File: config.mk
export PLATFORM = sky130hd
export DESIGN_NAME = tt_um_seq_divider_flat
export DESIGN_NICKNAME = d
export VERILOG_FILES = /design/src/rtl/tt_um_seq_divider_if.sv /design/src/rtl/tt_um_seq_divider.sv /design/src/flat_wrapper.sv
export SDC_FILE = /design/constraint.sdc
export NUM_CORES = 1
export LEC_CHECK = 0
export CAP_MARGIN = 20
export CORE_MARGIN = 1
export CORE_UTILIZATION = 30
export DETAILED_ROUTE_END_ITERATION = 8
export GPL_ROUTABILITY_DRIVEN = 1
export HOLD_SLACK_MARGIN = 0.06
export MAX_ROUTING_LAYER = met4
export PLACE_DENSITY = 0.63
export SLEW_MARGIN = 5
export SYNTH_ARGS = -nofsm -noshare
export SYNTH_HDL_FRONTEND = slang
export SYNTH_SLANG_ARGS = --single-unit
File: constraint.sdc
create_clock -name clk -period 3.3 [get_ports clk]
set_clock_uncertainty 0.15 [all_clocks]
set_input_delay 0.495 -clock clk [delete_from_list [all_inputs] [get_ports clk]]
set_output_delay 0.495 -clock clk [all_outputs]
set_load 0.03 [all_outputs]
File: src/rtl/tt_um_seq_divider_if.sv
// Tiny Tapeout pin bundle for the sequential divider.
// The master side drives the inputs and the slave side drives the outputs.
interface tt_um_seq_divider_if;
  logic [7:0] ui_in;
  logic [7:0] uio_in;
  logic [7:0] uo_out;
  logic [7:0] uio_out;
  logic [7:0] uio_oe;

  modport master (
    output ui_in,
    output uio_in,
    input  uo_out,
    input  uio_out,
    input  uio_oe
  );

  modport slave (
    input  ui_in,
    input  uio_in,
    output uo_out,
    output uio_out,
    output uio_oe
  );
endinterface

File: src/rtl/tt_um_seq_divider.sv
// 4-bit unsigned restoring divider producing one quotient bit per clock.
// Optional macro SEQ_DIV_EARLY_EXIT_EN finishes at once when the divisor exceeds the dividend.
module tt_um_seq_divider #(
  parameter bit SYNC_START = 1'b1
) (
  input  logic              clk,
  input  logic              rst_n,
  input  logic              ena,
  tt_um_seq_divider_if.slave bus
);

  typedef enum logic [1:0] {IDLE, RUN, DONE} state_t;

  state_t     state_q, state_d;
  logic       s_sync_q, s_sync_d;
  logic       s_prev_q, s_prev_d;
  logic [3:0] n_q, n_d;
  logic [3:0] d_q, d_d;
  logic [3:0] pr_q, pr_d;
  logic [1:0] cnt_q, cnt_d;
  logic [3:0] q_acc_q, q_acc_d;
  logic [3:0] quo_q, quo_d;
  logic [3:0] rem_q, rem_d;
  logic       busy_q, busy_d;
  logic       done_q, done_d;
  logic       dbz_q, dbz_d;

  logic       s_cur;
  logic       start_evt;
  logic       early_exit;
  logic [4:0] pr_shift;
  logic [4:0] trial;
  logic [4:0] pr_next;
  logic       unused_ok;

  assign s_cur     = SYNC_START ? s_sync_q : bus.uio_in[0];
  assign start_evt = s_cur & ~s_prev_q;
  assign unused_ok = &{1'b0, ena, bus.uio_in[7:1]};

`ifdef SEQ_DIV_EARLY_EXIT_EN
  assign early_exit = (bus.ui_in[7:4] > bus.ui_in[3:0]);
`else
  assign early_exit = 1'b0;
`endif

  // A restored remainder is always below D, so only 4 bits are kept; the
  // fifth bit exists only in the shifted/trial values.
  assign pr_shift = {pr_q, n_q[cnt_q]};
  assign trial    = pr_shift - {1'b0, d_q};
  assign pr_next  = trial[4] ? pr_shift : trial;

  always_comb begin
    state_d  = state_q;
    s_sync_d = bus.uio_in[0];
    s_prev_d = s_cur;
    n_d      = n_q;
    d_d      = d_q;
    pr_d     = pr_q;
    cnt_d    = cnt_q;
    q_acc_d  = q_acc_q;
    quo_d    = quo_q;
    rem_d    = rem_q;
    busy_d   = busy_q;
    done_d   = done_q;
    dbz_d    = dbz_q;

    case (state_q)
      IDLE, DONE: begin
        if (start_evt) begin
          n_d    = bus.ui_in[3:0];
          d_d    = bus.ui_in[7:4];
          done_d = 1'b0;
          dbz_d  = 1'b0;
          if (bus.ui_in[7:4] == 4'd0) begin
            state_d = DONE;
            quo_d   = 4'hF;
            rem_d   = bus.ui_in[3:0];
            dbz_d   = 1'b1;
            done_d  = 1'b1;
          end else if (early_exit) begin
            state_d = DONE;
            quo_d   = 4'h0;
            rem_d   = bus.ui_in[3:0];
            done_d  = 1'b1;
          end else begin
            state_d = RUN;
            busy_d  = 1'b1;
            pr_d    = 4'd0;
            cnt_d   = 2'd3;
            q_acc_d = 4'd0;
          end
        end
      end
      RUN: begin
        pr_d           = pr_next[3:0];
        q_acc_d[cnt_q] = ~trial[4];
        cnt_d          = cnt_q - 2'd1;
        if (cnt_q == 2'd0) begin
          quo_d   = q_acc_d;
          rem_d   = pr_next[3:0];
          busy_d  = 1'b0;
          done_d  = 1'b1;
          state_d = DONE;
        end
      end
      default: state_d = IDLE;
    endcase
  end

  always_ff @(posedge clk or negedge rst_n) begin
    if (!rst_n) begin
      state_q  <= IDLE;
      s_sync_q <= 1'b0;
      s_prev_q <= 1'b0;
      n_q      <= 4'd0;
      d_q      <= 4'd0;
      pr_q     <= 4'd0;
      cnt_q    <= 2'd0;
      q_acc_q  <= 4'd0;
      quo_q    <= 4'd0;
      rem_q    <= 4'd0;
      busy_q   <= 1'b0;
      done_q   <= 1'b0;
      dbz_q    <= 1'b0;
    end else begin
      state_q  <= state_d;
      s_sync_q <= s_sync_d;
      s_prev_q <= s_prev_d;
      n_q      <= n_d;
      d_q      <= d_d;
      pr_q     <= pr_d;
      cnt_q    <= cnt_d;
      q_acc_q  <= q_acc_d;
      quo_q    <= quo_d;
      rem_q    <= rem_d;
      busy_q   <= busy_d;
      done_q   <= done_d;
      dbz_q    <= dbz_d;
    end
  end

  assign bus.uo_out  = {rem_q, quo_q};
  assign bus.uio_out = {4'b0000, dbz_q, done_q, busy_q, 1'b0};
  assign bus.uio_oe  = 8'b0000_1110;

endmodule
File: src/flat_wrapper.sv
// flat-port wrapper written by rule: the top's interface ports become plain ports
module tt_um_seq_divider_flat 
#(
  parameter bit SYNC_START = 1'b1
)
  (clk, rst_n, ena, bus_ui_in, bus_uio_in, bus_uo_out, bus_uio_out, bus_uio_oe);
  tt_um_seq_divider_if bus_i ();
  input  logic clk;
  input  logic rst_n;
  input  logic ena;
  input wire logic [$bits(bus_i.ui_in)-1:0] bus_ui_in;
  input wire logic [$bits(bus_i.uio_in)-1:0] bus_uio_in;
  output wire logic [$bits(bus_i.uo_out)-1:0] bus_uo_out;
  output wire logic [$bits(bus_i.uio_out)-1:0] bus_uio_out;
  output wire logic [$bits(bus_i.uio_oe)-1:0] bus_uio_oe;
  assign bus_i.ui_in = bus_ui_in;
  assign bus_i.uio_in = bus_uio_in;
  assign bus_uo_out = bus_i.uo_out;
  assign bus_uio_out = bus_i.uio_out;
  assign bus_uio_oe = bus_i.uio_oe;
  tt_um_seq_divider #(.SYNC_START(SYNC_START)) u_core (.clk(clk), .rst_n(rst_n), .ena(ena), .bus(bus_i));
endmodule
==> results of run 1 <==
[registers in the layout, indices dropped and copies added, names as in the netlist]
name and flops:
u_core.busy_q 1, u_core.cnt_q 2, u_core.d_q 4, u_core.dbz_q 1, u_core.done_q 1, u_core.n_q 4, u_core.pr_q 4, u_core.q_acc_q 3
u_core.quo_q 4, u_core.rem_q 4, u_core.s_cur 1, u_core.s_prev_q 1, u_core.state_q 2
[cell usage after synthesis, types with 2 or more instances]
library cell	n
dfrtp_1	32
nand2_1	19
buf_4	16
nor2_1	10
a21oi_1	8
ha_1	8
o21ai_0	8
inv_1	7
mux2_2	6
nand2b_1	6
nand3_1	6
o22a_2	5
a22o_1	3
a21o_1	2
buf_2	2
conb_1	2
mux2i_1	2
o211ai_1	2
[power breakdown]
| part | total, W | internal, W | switching (W) |
|---|---|---|---|
| clock | 0.000281 | 0.000143 | 0.000138 |
| sequential | 0.000692 | 0.000572 | 0.000121 |
| combinational | 0.00120 | 0.000537 | 0.000665 |
[cell families (layout without fill, tap and decap cells)]
group	count (synthesis)	count (layout)
multiplexers	9	9
other	2	13
XOR/XNOR	2	2
buffers and inverters	27	38
AO/OA/AOI/OAI	33	33
flip-flops	32	32
AND/OR/NAND/NOR	50	50
adder cells (fa/ha/maj)	9	9
[metal layers]
layer	GRT usage	up-vias	wire (um)
li1	-	576	-
met1	0.174	565	1680
met2	0.181	38	1340
met3	0.0482	5	218
met4	0.0500	0	41
met5	-	-	0
[final cells by class]
| class | instances | share of cell area |
|---|---|---|
| clock inverter | 1 | 0.00248 |
| multi-input combinational | 116 | 0.392 |
| inverter | 7 | 0.0130 |
| clock buffer | 6 | 0.0360 |
| tap | 72 | 0.0446 |
| timing repair buffer | 24 | 0.115 |
| sequential | 32 | 0.397 |
[per-stage QoR]
stage	hold slack, ns	total power [W]
floorplan	0.0494	0.00161
global placement	0.253	0.00188
detailed placement	0.262	0.00190
CTS	0.273	0.00220
global route	0.316	0.00239
finish	0.267	0.00218
[final timing paths]
| path | startpoint | to | slack (ns) | depth (start not counted) |
|---|---|---|---|---|
| setup / recovery | u_core.cnt_q[0]$_DFFE_PN0P_ | u_core.rem_q[1]$_DFFE_PN0P_ | 0.40 | 9 |
| hold / removal | u_core.s_cur$_DFF_PN0_ | u_core.s_prev_q$_DFF_PN0_ | 0.27 | 0 |
| setup reg to reg | u_core.cnt_q[0]$_DFFE_PN0P_ | u_core.rem_q[1]$_DFFE_PN0P_ | 0.40 | 9 |
| hold reg to reg | u_core.s_cur$_DFF_PN0_ | u_core.s_prev_q$_DFF_PN0_ | 0.27 | 0 |
| max in group asynchronous | rst_n | u_core.d_q[0]$_DFFE_PN0P_ | 2.24 | 2 |
| min in group asynchronous | rst_n | u_core.s_cur$_DFF_PN0_ | 0.46 | 2 |
==> impl_metrics.yaml, run 1 <==
outcome:
  outcome: "completed"
cts:
  path_clk_slew_ns: 0.06
  htreeDepth: 2
  cts.path.max_buffers: 2
  post_cts_resized: 0
  numCtsBuffers: 5
  cts_tree: "built"
  cts_hold_buf: 0
  clk_latency_ns: 0.28
  cts_root_buf: "clkbuf_8"
  cts.sinks: 32
  post_cts_buffers: 0
die:
  die_w_um: 77.9
  die_height_um: 77.9
  die_area_mm2: 0.00608
  fp-row-count: 27
  fp.coreArea_mm2: 0.00554
  initial_core_util: 0.312
  io_pins: 43
synth:
  yosysWarnings: 0
  synth-edff-count: 0
  yosysUniqueCellTypes: 38
  synth_compound_gate_area_share: 0.135
  synth.ff_latch_count: 32
  synth_top_family_by_area: "simple AND/OR/NAND/NOR gates"
  ys.flop_type: "dfrtp_1"
  yosysTopAreaCellShare: 0.463
  synth-simple-area-share: 0.146
  yosysSeqAreaShare: 0.463
  syn_inst: 164
  muxShareOfSynthArea: 0.0636
  synth.avg_cell_area_um2: 10.6
  yosysTopAreaCell: "dfrtp_1"
  synth_area_mm2: 0.00173
  async_flop_share: 1.00
  synth_area_leaders: "dfrtp_1 (46%), buf_4 (6.9%), ha_1 (5.8%), nand2_1 (4.1%), mux2_2 (3.9%)"
  synth_fa_ha_area_frac: 0.0694
  synth_xor_xnor_area_share: 0.0145
detailed_routing:
  vias: 1184
  drt-pass1-iter-count: 4
  first_iter_violations: 32
  post_drt_via_cell_ratio: 4.59
  drc: 0
  routed_wl_um: 3280
  drtAntennaViolNets: 0
  wl_per_cell_um: 12.7
sta:
  max_freq_mhz: 345
  tns_ns: 0
  hold_viol: 0
  worst_pin_slew_ns: 0.525
  fin_crit_sh: 0.878
  fin_crit_ns: 2.90
  drv_slew: 0
  rsz0062_at_grt: "false"
  worst_slack_ns: 0.404
  max_slew_margin: 0.649
  finalSetupViolations: 0
pwr:
  p_leak_nw: 0.919
  p_per_area_mw_per_mm2: 1080
  vdd_drop_max_mv: 0.446
finish:
  final_nets: 214
  instances_no_fill: 258
  final_common_cell: "dfrtp_1"
  syn_to_final_growth_pct: 16.6
  fin_util: 0.364
  final-seq-area_um2: 801
  design_area_mm2: 0.00202
  fillers: 558
  diodes: 0
  multi_input_area_um2: 791
  final_cell_mix: "dfrtp_1 (32), clkdlybuf4s50_1 (21), nand2_1 (19)"
  drive_gt1_frac: 0.161
worst_setup_path:
  crit_family: "multiplexers"
  cp-start-kind: "register"
  cp_slowest_stage_delay_ns: 0.45
  worstPathBufferInverterCount: 1
  path_max_fanout: 8
  slowest_stage: "dfrtp_1"
  setup.worst_path.class: "register to register"
  critPathRequiredTime_ns: 3.35
  crit_path_cell_trace: "mux4_2, inv_1, ha_1, fa_1, nand2b_1, a21oi_2, xnor2_2, mux2_2, o211ai_1"
  crit_path_end_kind: "register"
  worstPathArrival_ns: 2.94
placed_design:
  dpl.cell_count: 251
  place_area_mm2: 0.00194
  dp_slack_ns: 0.418
  gp_congestion: 0.741
  dpl.hpwl_um: 2350
  io_buffers: 21
grt:
  grt_max_degree: 33
  grt_pass1_wl_um: 5850
  antenna_found_initial: 0
  grtUsageTotal: 0.131
  grt_pass1_vias: 1200
  gr-total-overflow: 0
hold_path:
  hold_path_class: "register to register"
run:
  maxCapViolations: 0
Note: power is estimated with default switching activity, not from simulation.
==> inputs of run 2 (changes only) <==
Clock period 3.3 ns to 3.7 ns, I/O delays scaled along.
==> run 2 against run 1 <==
First-iteration DRC count up 53%. Count of clock-buffer cells in the layout grew 1. Register-to-register slack gained 0.43 ns. Critical path depth stayed put. Non-clock buffer count shrank 1. Global-route usage shrank 0.83 points. Combinational power fell by 12%. Clock power barely moved. Fmax grew 0.98%. Flip-flop and latch count stayed put. Critical path type unchanged. Critical endpoint unchanged.
==> impl_metrics.yaml, run 2 (synthesis results as in run 1) <==
outcome:
  outcome: "completed"
worst_setup_path:
  rr_worst_depth: 9
  crit_path_end_kind: "register"
  setup.worst_path.class: "register to register"
  crit_family: "multiplexers"
  worstPathBufferInverterCount: 1
  cp_slowest_stage_delay_ns: 0.45
  cp-start-kind: "register"
  critPathRequiredTime_ns: 3.74
  reg2reg_from: "u_core.cnt_q[0]$_DFFE_PN0P_"
  path_max_fanout: 8
  reg2reg_slack_ns: 0.83
  r2r-end: "u_core.rem_q[1]$_DFFE_PN0P_"
  slowest_stage: "dfrtp_1"
  worstPathArrival_ns: 2.91
  crit_path_cell_trace: "mux4_2, inv_1, ha_1, fa_1, nand2b_1, a21oi_2, xnor2_2, mux2_2, o211ai_1"
cts:
  cts_root_buf: "clkbuf_8"
  cts_hold_buf: 0
  cts.sinks: 32
  htreeDepth: 2
  clk_latency_ns: 0.27
  numCtsBuffers: 5
  cts.path.max_buffers: 2
  cts_tree: "built"
  post_cts_buffers: 0
  post_cts_resized: 0
  path_clk_slew_ns: 0.06
placed_design:
  dpl.hpwl_um: 2340
  gp_congestion: 0.738
  io_buffers: 21
  dp_slack_ns: 0.830
detailed_routing:
  post_drt_via_cell_ratio: 4.45
  routed_wl_um: 3130
  wl_met3_um: 154
  drtAntennaViolNets: 0
  vias: 1143
  first_iter_violations: 49
  drc: 0
  drt-pass1-iter-count: 4
  wl_per_cell_um: 12.2
  met2_length_um: 1330
  wl_met1_um: 1620
  highest_layer: "met4"
sta:
  rsz0062_at_grt: "false"
  fin_crit_ns: 2.87
  worst_pin_slew_ns: 0.717
  worst_slack_ns: 0.832
  holdWs_ns: 0.268
  drv_slew: 0
  tns_ns: 0
  max_freq_mhz: 349
  max_slew_margin: 0.521
  hold_viol: 0
  finalSetupViolations: 0
  fin_crit_sh: 0.775
grt:
  grt_max_degree: 33
  gr-total-overflow: 0
  antenna_found_initial: 0
  grt_pass1_wl_um: 5600
  grtUsageTotal: 0.123
  grt_pass1_vias: 1166
finish:
  drive_gt1_frac: 0.162
  final_cell_mix: "dfrtp_1 (32), clkdlybuf4s50_1 (21), nand2_1 (19)"
  fillers: 561
  final_nets: 213
  final_common_cell: "dfrtp_1"
  multi_input_area_um2: 791
  syn_to_final_growth_pct: 17.3
  diodes: 0
  final-seq-area_um2: 801
die:
  die_area_mm2: 0.00608
  initial_core_util: 0.312
  io_pins: 43
  die_w_um: 77.9
  fp-row-count: 27
  die_height_um: 77.9
  fp.coreArea_mm2: 0.00554
pwr:
  total_power_w: 0.00196
  vdd_drop_max_mv: 0.338
  p_per_area_mw_per_mm2: 966
  p_leak_nw: 0.923
hold_path:
  hold_path_class: "register to register"
  hold_path_depth: 0
  min_from: "u_core.s_cur$_DFF_PN0_"
  hold_end: "u_core.s_prev_q$_DFF_PN0_"
run:
  maxCapViolations: 0
## run 2: metal layers
layer / global-route usage / up-vias
met1: 0.164 / 537
li1: - / 573
met2: 0.179 / 29
met3: 0.0376 / 4
met4: 0.0389 / 0
met5: - / -
## run 2: worst register-to-register path, delay by kind of cell, from the launching register on
family / cells / cell delay [ns]
xor gates and xnor gates: 1 / 0.25
DFF: 1 / 0.45
muxes: 2 / 0.78
AOI/OAI and AO/OA: 2 / 0.36
and+or+nand+nor: 1 / 0.19
adders and majority gates: 2 / 0.58
buffers and inverters: 1 / 0.05
## run 2: cell type report
| type | count | area share |
|---|---|---|
| Clock buffer | 7 | 0.0475 |
| Inverter | 7 | 0.0129 |
| Multi-Input combinational cell | 116 | 0.390 |
| Sequential cell | 32 | 0.395 |
| Tap cell | 72 | 0.0444 |
| Timing Repair Buffer | 23 | 0.111 |
## run 2: worst max-delay path by stage
stage                                  endpoint  slack (ns)  depth (start not counted)                         from
finish              u_core.rem_q[1]$_DFFE_PN0P_        0.83                          9  u_core.cnt_q[0]$_DFFE_PN0P_
CTS                 u_core.rem_q[1]$_DFFE_PN0P_        0.81                          9  u_core.cnt_q[0]$_DFFE_PN0P_
global placement    u_core.rem_q[1]$_DFFE_PN0P_        0.85                          9  u_core.cnt_q[0]$_DFFE_PN0P_
floorplan           u_core.rem_q[1]$_DFFE_PN0P_        1.02                          9  u_core.cnt_q[0]$_DFFE_PN0P_
detailed placement   u_core.pr_q[1]$_DFFE_PN0P_        0.83                          9  u_core.cnt_q[0]$_DFFE_PN0P_
global route         u_core.pr_q[1]$_DFFE_PN0P_        0.59                          9  u_core.cnt_q[0]$_DFFE_PN0P_
## run 2: where the power goes
| part | switching, W | internal, W |
|---|---|---|
| logic | 0.000587 | 0.000472 |
| registers | 0.000106 | 0.000510 |
| clock network | 0.000119 | 0.000165 |
| total | 0.000812 | 0.00115 |
## run 2: metrics by stage
stage / area (um2) / cells / util
floorplan: 1770 / 175 / -
finish: 2030 / 257 / 0.366
global route: 2030 / 257 / 0.366
CTS: 2030 / 257 / 0.366
global placement: 1930 / 250 / 0.349
detailed placement: 1930 / 250 / 0.349
